===== src/rtl/noc_rx_packet_buffer.sv =====
// Store-and-forward NoC receive buffer with cut-through fallback for oversize packets.
// Optional per-packet size reporting on out_size is enabled with `define NOC_PKTBUF_SIZE_EN.
module noc_rx_packet_buffer #(
    parameter  int FLIT_WIDTH = 32,
    parameter  int DEPTH      = 16,
    localparam int CNT_W      = $clog2(DEPTH) + 1
) (
    input  logic                  clk,
    input  logic                  rst,
    input  logic [FLIT_WIDTH-1:0] in_flit,
    input  logic                  in_last,
    input  logic                  in_valid,
    output logic                  in_ready,
    output logic [FLIT_WIDTH-1:0] out_flit,
    output logic                  out_last,
    output logic                  out_valid,
    input  logic                  out_ready,
    output logic [CNT_W-1:0]      out_size,
    output logic [CNT_W-1:0]      pkt_count
);
    localparam int PTR_W = $clog2(DEPTH);

    typedef enum logic {SAF, CUT} mode_e;

    logic [FLIT_WIDTH:0] mem_q [DEPTH];
    logic [PTR_W-1:0]    wr_ptr_q, rd_ptr_q;
    logic [CNT_W-1:0]    occ_q, occ_d;
    logic [CNT_W-1:0]    pkt_q, pkt_d;
    mode_e               mode_q;

    logic [FLIT_WIDTH:0] head;
    logic wr_en, rd_en, wr_last, rd_last, enter_cut;

    assign head      = mem_q[rd_ptr_q];
    assign in_ready  = (occ_q != CNT_W'(DEPTH));
    assign out_valid = (mode_q == CUT) ? (occ_q != '0) : (pkt_q != '0);
    assign out_flit  = head[FLIT_WIDTH-1:0];
    assign out_last  = out_valid && head[FLIT_WIDTH];
    assign pkt_count = pkt_q;

    assign wr_en   = in_valid && in_ready;
    assign rd_en   = out_valid && out_ready;
    assign wr_last = wr_en && in_last;
    assign rd_last = rd_en && head[FLIT_WIDTH];
    // Full with no complete packet: the resident packet can never finish in SAF.
    assign enter_cut = (mode_q == SAF) && (occ_q == CNT_W'(DEPTH)) && (pkt_q == '0);

    always_comb begin
        occ_d = occ_q;
        pkt_d = pkt_q;
        case ({wr_en, rd_en})
            2'b10:   occ_d = occ_q + CNT_W'(1);
            2'b01:   occ_d = occ_q - CNT_W'(1);
            default: occ_d = occ_q;
        endcase
        case ({wr_last, rd_last})
            2'b10:   pkt_d = pkt_q + CNT_W'(1);
            2'b01:   pkt_d = pkt_q - CNT_W'(1);
            default: pkt_d = pkt_q;
        endcase
    end

    always_ff @(posedge clk) begin
        if (wr_en) mem_q[wr_ptr_q] <= {in_last, in_flit};
    end

    always_ff @(posedge clk) begin
        if (rst) begin
            wr_ptr_q <= '0;
            rd_ptr_q <= '0;
            occ_q    <= '0;
            pkt_q    <= '0;
            mode_q   <= SAF;
        end else begin
            if (wr_en) wr_ptr_q <= wr_ptr_q + PTR_W'(1);
            if (rd_en) rd_ptr_q <= rd_ptr_q + PTR_W'(1);
            occ_q <= occ_d;
            pkt_q <= pkt_d;
            case (mode_q)
                SAF:     if (enter_cut) mode_q <= CUT;
                CUT:     if (rd_last)   mode_q <= SAF;
                default: mode_q <= SAF;
            endcase
        end
    end

`ifdef NOC_PKTBUF_SIZE_EN
    logic [CNT_W-1:0] sz_mem_q [DEPTH];
    logic [PTR_W-1:0] sz_wr_q, sz_rd_q;
    logic [CNT_W-1:0] run_q;
    logic             skip_q;
    logic             sz_push, sz_pop;

    // The packet that forced CUT has no known length, so it never gets an entry.
    assign sz_push  = wr_last && !skip_q;
    assign sz_pop   = rd_last && (mode_q == SAF);
    assign out_size = ((mode_q == SAF) && out_valid) ? sz_mem_q[sz_rd_q] : '0;

    always_ff @(posedge clk) begin
        if (sz_push) sz_mem_q[sz_wr_q] <= run_q + CNT_W'(1);
    end

    always_ff @(posedge clk) begin
        if (rst) begin
            sz_wr_q <= '0;
            sz_rd_q <= '0;
            run_q   <= '0;
            skip_q  <= 1'b0;
        end else begin
            if (sz_push) sz_wr_q <= sz_wr_q + PTR_W'(1);
            if (sz_pop)  sz_rd_q <= sz_rd_q + PTR_W'(1);
            if (enter_cut) begin
                skip_q <= 1'b1;
                run_q  <= '0;
            end else if (wr_last) begin
                skip_q <= 1'b0;
                run_q  <= '0;
            end else if (wr_en && !skip_q) begin
                run_q  <= run_q + CNT_W'(1);
            end
        end
    end
`else
    assign out_size = '0;
`endif

endmodule


===== config.mk =====
export PLATFORM = sky130hd
export DESIGN_NAME = noc_rx_packet_buffer
export DESIGN_NICKNAME = d
export VERILOG_FILES = /design/src/rtl/noc_rx_packet_buffer.sv
export SDC_FILE = /design/constraint.sdc
export NUM_CORES = 1
export LEC_CHECK = 0
export ABC_AREA = 1
export ABC_CLOCK_PERIOD_IN_PS = 3900
export BUFFER_PORTS_ARGS = -buffer_cell sky130_fd_sc_hd__buf_2
export CORE_MARGIN = 2
export CORE_UTILIZATION = 50
export CTS_CLUSTER_SIZE = 28
export DETAILED_ROUTE_END_ITERATION = 8
export GPL_TIMING_DRIVEN = 0
export PLACE_DENSITY = 0.74
export SKIP_LAST_GASP = 1
export SLEW_MARGIN = 10
export SYNTH_ARGS = -nofsm -noshare
export SYNTH_HDL_FRONTEND = slang
export SYNTH_SLANG_ARGS = --single-unit

===== constraint.sdc =====
create_clock -name clk -period 3.9 [get_ports clk]
set_input_delay 0.585 -clock clk [delete_from_list [all_inputs] [get_ports clk]]
set_output_delay 0.585 -clock clk [all_outputs]
set_load 0.05 [all_outputs]

# == After elaboration in Yosys (flattened, before gate mapping) ==
# Memory sizes are Yosys's and may differ from the RTL's. A register that Yosys moved wholly into a read port is not among the register bits.
# Index checks and enable logic that the tools add are counted.
# word_totals
memories,1
latch_bits,0
output_inout_bits,45
mem_bits_ro,0
register_bits,19
mem_bits_rw,528
# memory_table
name,depth,width,read_ports,rd_ports_with_merged_regs,wr,line_no,text
mem_q,16,33,1,1,1,25,logic [FLIT_WIDTH:0] mem_q [DEPTH];
# op_classes
reduce_logical,12
addsub,6
bitwise_logic,1
n_shift,0
order_cmp,0
multipliers,0
eq_ne,6
muxes,10
div,0
# op_table
op,count
case mux 5 bit (2 select lines),2
adder 5 x 1 -> 5 bit (second input constant),2
nonzero test 5 bit,2
subtractor 5 x 1 -> 5 bit (second input constant),2
adder 4 x 1 -> 4 bit (second input constant),2
2-to-1 mux 4 bit,2
logical AND 1 bit,7
== test 5 bit (second input constant),1
zero test 5 bit,1
2-to-1 mux 1 bit,5
!= test 5 bit (second input constant),1
== test 2 x 1 -> 1 bit (second input constant),2
== test 2 bit (second input constant),2
nonzero test 2 bit,2
case mux 1 bit (2 select lines),1
NOT 1 bit,1

# == Depth between registers and ports, before layout ==
# Gate-level depths: netlist (run 1).
# depth
depth_word,6
depth_mapped,19
depth_no_buf,18

# == Worst setup path after synthesis (run 1) ==
# Ideal clock, no wire load.
# synth_path
path_type,register to register
start,reg occ_q[3]
end,"mem mem_q[11][0] (netlist name), enable pin"
required_ns,3.477
setup_slack_ns,0.724
arrival_time_ns,2.753
n_path_buf,0
stages_incl_launch_ff,7
path_cell_list,dfxtp_1 > nor2_1 > nand3_1 > nand2_1 > inv_1 > nand2_1 > nor2_1
# synth_via
elab_chain_cells,4
# synth_rtl
item,line_no,text
"start, declared",27,"logic [CNT_W-1:0] occ_q, occ_d;"
"start signal, assigned",71,occ_q <= '0;
"start signal, assigned",77,occ_q <= occ_d;
!= test 5 bit,35,assign in_ready = (occ_q != CNT_W'(DEPTH));
named net in_ready,13,"output logic in_ready,"
logical AND 1 bit,41,assign wr_en = in_valid && in_ready;
2-to-1 mux 1 bit,64,"if (wr_en) mem_q[wr_ptr_q] <= {in_last, in_flit};"
2-to-1 mux 1 bit (implied by the code),64,
"end, declared",25,
# The timed path passes the listed nets, and every way through them passes these cells.

==> summary.txt, run 1 <==
Place
  • Worst slack, placed: 0.7120 ns
  • Placed insts: 2286
  • # port buffers: 75
  • Dpl hpwl: 39120 um
  • GPL Wtd Cong: 0.8357

Logic synthesis
  • Post-synth top area cell: edfxtp_1
  • Synthesized cell area: 21690 um2
  • Synth top area share: 73.10%
  • Register area share after synthesis: 75.22%
  • Syn_area_per_cell: 13.51 um2
  • Synth area leaders: edfxtp_1 73%, o21ai_0 5.9%, nor2_1 5.1%
  • Synth Instances: 1606
  • Ys async rst share: 0%
  • Synth Flop Type: edfxtp_1
  • Synthesized flop and latch total: 551
  • Post-synth cell types: 35
  • Number of synthesized flops with an enable pin: 528
  • Syn. warnings: 0

Floorplan
  • Overall die width: 212.3 um
  • Core Box Area: 42980 um2
  • DIE AREA: 45060 um2
  • Rows: 76
  • Die Y: 212.3 um
  • Starting Density: 50.47%
  • Io pins: 82

Clock tree
  • Cts hold-fix bufs: 0
  • CTS H-tree depth: 2
  • CTS tree: done
  • Clock tree sinks: 551
  • Clock Tree Buf Depth: 3
  • Clock insertion delay at the later pin of the skew report: 0.59 ns
  • Num CTS Buffers: 53
  • Root Driver: clkbuf_16
  • Clk slew on worst S/H paths: 0.06 ns

STA
  • Min setup slack post-route: 0.05027 ns
  • Worst Tran Pin Value: 0.9532 ns
  • Worst Clk Skew: 0.01782 ns
  • Post-Route Setup TNS: 0 ns
  • Hold Fails Final Rpt: 0
  • Max Fclk: 259.8 MHz
  • Final max-slew violation count: 0
  • Tcrit/Tclk final: 98.71%
  • Final Setup Violations: 0
  • Max-slew headroom at the worst pin: 36.45%
  • Min Tclk post-route: 3.850 ns
  • Hold Worst Slack: 0.3596 ns
  • RSZ-0062 raised after global routing: yes

Route
  • DR WL/cell: 25.61 um
  • Routed vias/inst: 6.237
  • Final wirelength: 60960 um
  • Pre-antenna DRT Iters: 6
  • Post-route DRC: 0
  • Final antenna-violating net count: 0
  • Initial DRC Count: 2438
  • Vias: 14845

GRT
  • Pin count of the biggest net entering global routing: 26
  • Initial antenna violation count: 1
  • Vias in the first global route: 14719
  • First-pass GRT wire length: 90530 um
  • Tot GR Track Use: 27.47%
  • Grt total ovfl: 0

Setup path
  • Top cell family by delay on the critical path: buffers and inverters
  • CP peak stage delay: 0.62 ns
  • Worst-path fanout max: 10
  • CP Capture Type: output port
  • Crit-path slowest cell: clkbuf_1
  • Critical Path Most Common Cell: buf_2
  • Critical Path AT: 3.26 ns
  • CP Cell Sequence: clkbuf_2, inv_1, buf_2, clkbuf_1, o21ai_0, o22ai_1, o211ai_1, nand2_1, buf_2
  • Worst Path Required: 3.31 ns
  • CP Buf/Inv Count: 5
  • Crit start category: flop
  • Crit Path Category: reg -> out

Layout
  • Area grow syn2layout: 14.73%
  • Register area: 16320 um2
  • Final Non-Filler Cells: 2380
  • Fill cells: 3339
  • Multi-input gate area: 4878 um2
  • Most common cell after layout, fill and taps aside: edfxtp_1
  • Commonest cells after routing, fill and taps aside: 528 x edfxtp_1, 280 x nor2_1, 257 x o21ai_0
  • Nets: 1806
  • Layout cells sized above 1: 12.04%

Flow run
  • Number of max-cap violations: 0

Worst hold path
  • Worst Hold Class: in -> reg

Status
  • Status: finished clean

Power and ir drop
  • Pwr/cell area: 691.2 nW/um2
  • VDD IR max: 760.5 uV
  • Leak Pwr: 8.190 nW
  • Total design power: 17.20 mW
path summary, 6_finish.rpt:
kind,to,start,slack (ns),cells after the start
setup / recovery,out_flit[6],flop,0.05,9
hold reg to reg,occ_q[4],occ_q[4],0.48,1
hold / removal,wr_ptr_q[1],in_valid,0.36,3
setup reg to reg,pkt_count[3],flop,0.99,14
registers in the layout, indices dropped and copies added (netlist names), named ones only:
signal and cells:
mem_q 528, mode_q 1, occ_q 5, pkt_count 5, rd_ptr_q 4, wr_ptr_q 4
through the flow:
stage                     utilization, %  instance area [um2]
after floorplan                        -                21710
after global placement             53.08                22810
after detailed placement           54.15                23280
after CTS                          57.89                24880
after global routing               57.90                24890
final                              57.90                24890
layer usage:
| layer | vias to the layer above | GRT usage [%] | part of all wire [%] |
|---|---|---|---|
| met5 | - | 0 | 0 |
| met4 | 0 | 11.82 | 4.3 |
| met3 | 194 | 6.160 | 12 |
| met2 | 1024 | 45.04 | 48 |
| met1 | 7278 | 35.45 | 36 |
| li1 | 6349 | - | - |
synth_stat cells, drive strengths merged, types with 2 or more instances:
cell type  count
a21oi         15
a31oi          2
buf           30
clkbuf        85
dfxtp         23
edfxtp       528
ha            12
inv           35
nand2         75
nand3         67
nand4          3
nor2         298
nor3           2
o211ai        19
o21ai        272
o221ai       109
o22ai         19
xnor2          4
xor2           3
worst min-delay path, delay by kind of cell:
family,cells,cell delay [ns]
simple gates,1,0.14
buf+inv,1,0.09
compound gates,1,0.08
power by group:
part | internal [mW] | switching [mW] | leakage, nW
Clock | 2.74 | 2.13 | 0.789
Combinational | 1.31 | 4.24 | 2.44
Sequential | 6.68 | 0.0954 | 4.96
cells by family (layout without fill, tap and decap cells):
kind of cell,after synthesis,count (layout),synth area share (%)
fa+ha+maj,13,13,0.7845
flops,551,551,75.22
other cells,1,6,0.01729
xor+xnor,7,7,0.2827
compound gates,437,437,12.32
buf+inv,150,334,2.913
simple gates,447,447,8.462
repair_timing:
action / CTS / global route
endpoints found under the setup margin: 0 / 6
gates resized for setup: 0 / 5
buffers inserted: 0 / 0
final cells by class:
type,count,area share (%)
Inverter,35,0.5279
Buffer,115,2.021
Clock inverter,29,0.9503
Multi-Input combinational cell,909,19.60
Antenna cell,1,0.01006
Sequential cell,551,65.56
Timing Repair Buffer,91,2.886
Clock buffer,64,5.495
Tap cell,585,2.941
Note: power is estimated with default switching activity, not from simulation.
==> inputs of run 2 (changes only) <==
--- a/config.mk
+++ b/config.mk
@@ -6,8 +6,9 @@
 export NUM_CORES = 1
 export LEC_CHECK = 0
 export ABC_AREA = 1
-export ABC_CLOCK_PERIOD_IN_PS = 3900
+export ABC_CLOCK_PERIOD_IN_PS = 4750
 export BUFFER_PORTS_ARGS = -buffer_cell sky130_fd_sc_hd__buf_2
+export CORE_ASPECT_RATIO = 0.7
 export CORE_MARGIN = 2
 export CORE_UTILIZATION = 50
 export CTS_CLUSTER_SIZE = 28
==> constraint.sdc (replaced) <==
create_clock -name clk -period 4.75 [get_ports clk]
set_input_delay 0.7125 -clock clk [delete_from_list [all_inputs] [get_ports clk]]
set_output_delay 0.7125 -clock clk [all_outputs]
set_load 0.05 [all_outputs]
==> run 2 against run 1 <==
Compared with the run above:
- via count up 1.3%
- clock power down 20%
- clock skew up 0.0034 ns
- first-iteration DRC count up 17%
- critical endpoint is now out_flit[23]
- power down 18%
- core utilization up 0.35 points
- final cell count down 1.3%
==> summary.txt, run 2 (same netlist as run 1, synthesis figures left out) <==
Power and ir drop
  • Total design power: 14.08 mW (-18%)
  • Leak Pwr: 8.147 nW (-0.52%)
  • VDD IR max: 348.8 uV (-54%)
  • Pwr/cell area: 567.9 nW/um2 (-18%)

Route
  • Post-route DRC: 0 (unchanged)
  • Final antenna-violating net count: 0 (unchanged)
  • DR WL/cell: 26.65 um (+4.0%)
  • Vias: 15037 (+1.3%)
  • Routed vias/inst: 6.401 (+2.6%)
  • Pre-antenna DRT Iters: 5 (-1)
  • Initial DRC Count: 2863 (+17%)
  • Final wirelength: 62590 um (+2.7%)

Setup path
  • Critical Path AT: 3.42 ns (+0.16 ns)
  • Crit-path slowest cell: clkbuf_1
  • Reg2reg end: pkt_count[3]
  • Crit start category: flop
  • CP peak stage delay: 0.59 ns (-0.03 ns)
  • Flop2flop setup slack: 1.97 ns (+0.98 ns)
  • Critical Path Most Common Cell: clkbuf_1
  • CP Buf/Inv Count: 4 (-1)
  • Crit Path Category: reg -> out
  • Worst Reg-to-Reg Cells: 14 (unchanged)
  • Worst Path Required: 4.04 ns (+0.73 ns)
  • Top cell family by delay on the critical path: buffers and inverters
  • CP Cell Sequence: clkbuf_2, clkbuf_1, clkbuf_1, o21ai_0, o221ai_1, nand3_1, nand2_1, buf_2
  • CP Capture Type: output port
  • Worst-path fanout max: 10 (unchanged)

GRT
  • Busiest grt layer: met2
  • Pin count of the biggest net entering global routing: 24 (-7.7%)
  • First-pass GRT wire length: 90760 um (+0.25%)
  • Met2 Usage GRT: 41.56% (-3.5 points)
  • Vias in the first global route: 14574 (-0.99%)
  • Tot GR Track Use: 27.86% (+0.39 points)
  • Grt total ovfl: 0 (unchanged)
  • Met1 usage: 39.36% (+3.9 points)
  • Initial antenna violation count: 3 (+2)
  • GR Util met3: 7.588% (+1.4 points)

STA
  • Worst Tran Pin Value: 1.015 ns (+0.06166 ns)
  • Tcrit/Tclk final: 87.08%
  • Hold Fails Final Rpt: 0 (unchanged)
  • Max-slew headroom at the worst pin: 32.34% (-4.1 points)
  • Worst Clk Skew: 0.02118 ns (+0.003357 ns)
  • Final Setup Violations: 0 (unchanged)
  • Hold Worst Slack: 0.4924 ns (+0.1327 ns)
  • Max Fclk: 241.8 MHz
  • Final max-slew violation count: 0 (unchanged)
  • Min setup slack post-route: 0.6137 ns (+0.5634 ns)
  • RSZ-0062 raised after global routing: no
  • Min Tclk post-route: 4.136 ns

Layout
  • Cell area after layout: 24790 um2 (-0.37%)
  • Commonest cells after routing, fill and taps aside: 528 x edfxtp_1, 280 x nor2_1, 257 x o21ai_0
  • Final core occ: 58.25% (+0.35 points)
  • Most common cell after layout, fill and taps aside: edfxtp_1
  • Layout cells sized above 1: 11.92% (-0.12 points)
  • Fill cells: 3203 (-4.1%)
  • Nets: 1803 (-0.17%)
  • Max reg flops: 528 (unchanged)
  • Area grow syn2layout: 14.30%
  • Top reg by flops: mem_q

Place
  • GPL Wtd Cong: 0.8546 (+2.3%)
  • Dpl hpwl: 40510 um (+3.5%)
  • Worst slack, placed: 1.437 ns (+0.7250 ns)
  • # port buffers: 75 (unchanged)
  • Placed cell area: 23240 um2 (-0.15%)

Clock tree
  • CTS H-tree depth: 2 (unchanged)
  • Post-CTS Setup Repair Bufs: 0 (unchanged)
  • CTS tree: done
  • Clock insertion delay at the later pin of the skew report: 0.60 ns (about the same)
  • Num CTS Buffers: 50 (-5.7%)
  • Root Driver: clkbuf_16
  • Clock tree sinks: 551 (unchanged)
  • Cts hold-fix bufs: 0 (unchanged)
  • CTS resizes: 0 (unchanged)
  • Clock Tree Buf Depth: 3 (unchanged)
  • Clk slew on worst S/H paths: 0.07 ns (about the same)

Worst hold path
  • Worst Hold Launch: in_flit[0]
  • Worst Hold Class: in -> reg
  • Endpoint, Worst Hold: mem_q[6][0]
  • Worst Hold Path Cells: 1 (-2)

Status
  • Status: finished clean

Floorplan
  • Overall die width: 252.9 um (+19%)
  • Io pins: 82 (unchanged)
  • Core Box Area: 42570 um2 (-0.97%)
  • Die Y: 178.3 um (-16%)
  • DIE AREA: 45090 um2 (about the same)
  • Rows: 63 (-17%)
  • Starting Density: 50.96% (+0.49 points)

Flow run
  • Number of max-cap violations: 0 (unchanged)
-- run 2: final cells by class --
class / count / area [um2] / share of cell area, %
antenna: 2 / 5.005 / 0.02019
buffer: 115 / 500.5 / 2.019
clock buffer: 58 / 1281 / 5.168
clock inverter: 36 / 264.0 / 1.065
inverter: 35 / 131.4 / 0.5299
multi-input combinational: 909 / 4878 / 19.68
sequential: 551 / 16320 / 65.81
tap: 552 / 690.7 / 2.786
timing repair buffer: 91 / 725.7 / 2.927
-- run 2: power by group --
group / switching, mW / internal, mW / total, mW / leakage (nW)
registers: 0.0807 / 5.48 / 5.56 / 4.96
clock network: 1.80 / 2.10 / 3.90 / 0.749
logic: 3.54 / 1.08 / 4.62 / 2.44
total: 5.42 / 8.66 / 14.1 / 8.15
-- run 2: metrics by stage --
stage	TNS (ns)	cells
final	0	2349
after global routing	0	2348
after CTS	0	2347
after detailed placement	0	2253
after global placement	-2.259	2237
after floorplan	0	1610
-- run 2: routing by layer --
metal  wire (um)  share of wire [%]  up-vias
met4        2241                3.6        0
met2       27160                 43     1225
met1       23710                 38     7253
met3        9489                 15      206
met5           0                  0        -
li1            -                  -     6353
-- run 2: worst max path at each step --
stage / end / slack (ns) / cells past startpoint / from
5_1_grt: out_flit[10] / 0.56 / 8 / flop
3_5_place_dp: out_flit[26] / 1.44 / 9 / flop
2_1_floorplan: mem_q[11][0] / 1.57 / 6 / occ_q[3]
6_report: out_flit[23] / 0.61 / 8 / flop
3_3_place_gp: mem_q[11][20] / -0.07 / 5 / in_valid
4_1_cts: out_flit[23] / 0.74 / 8 / flop
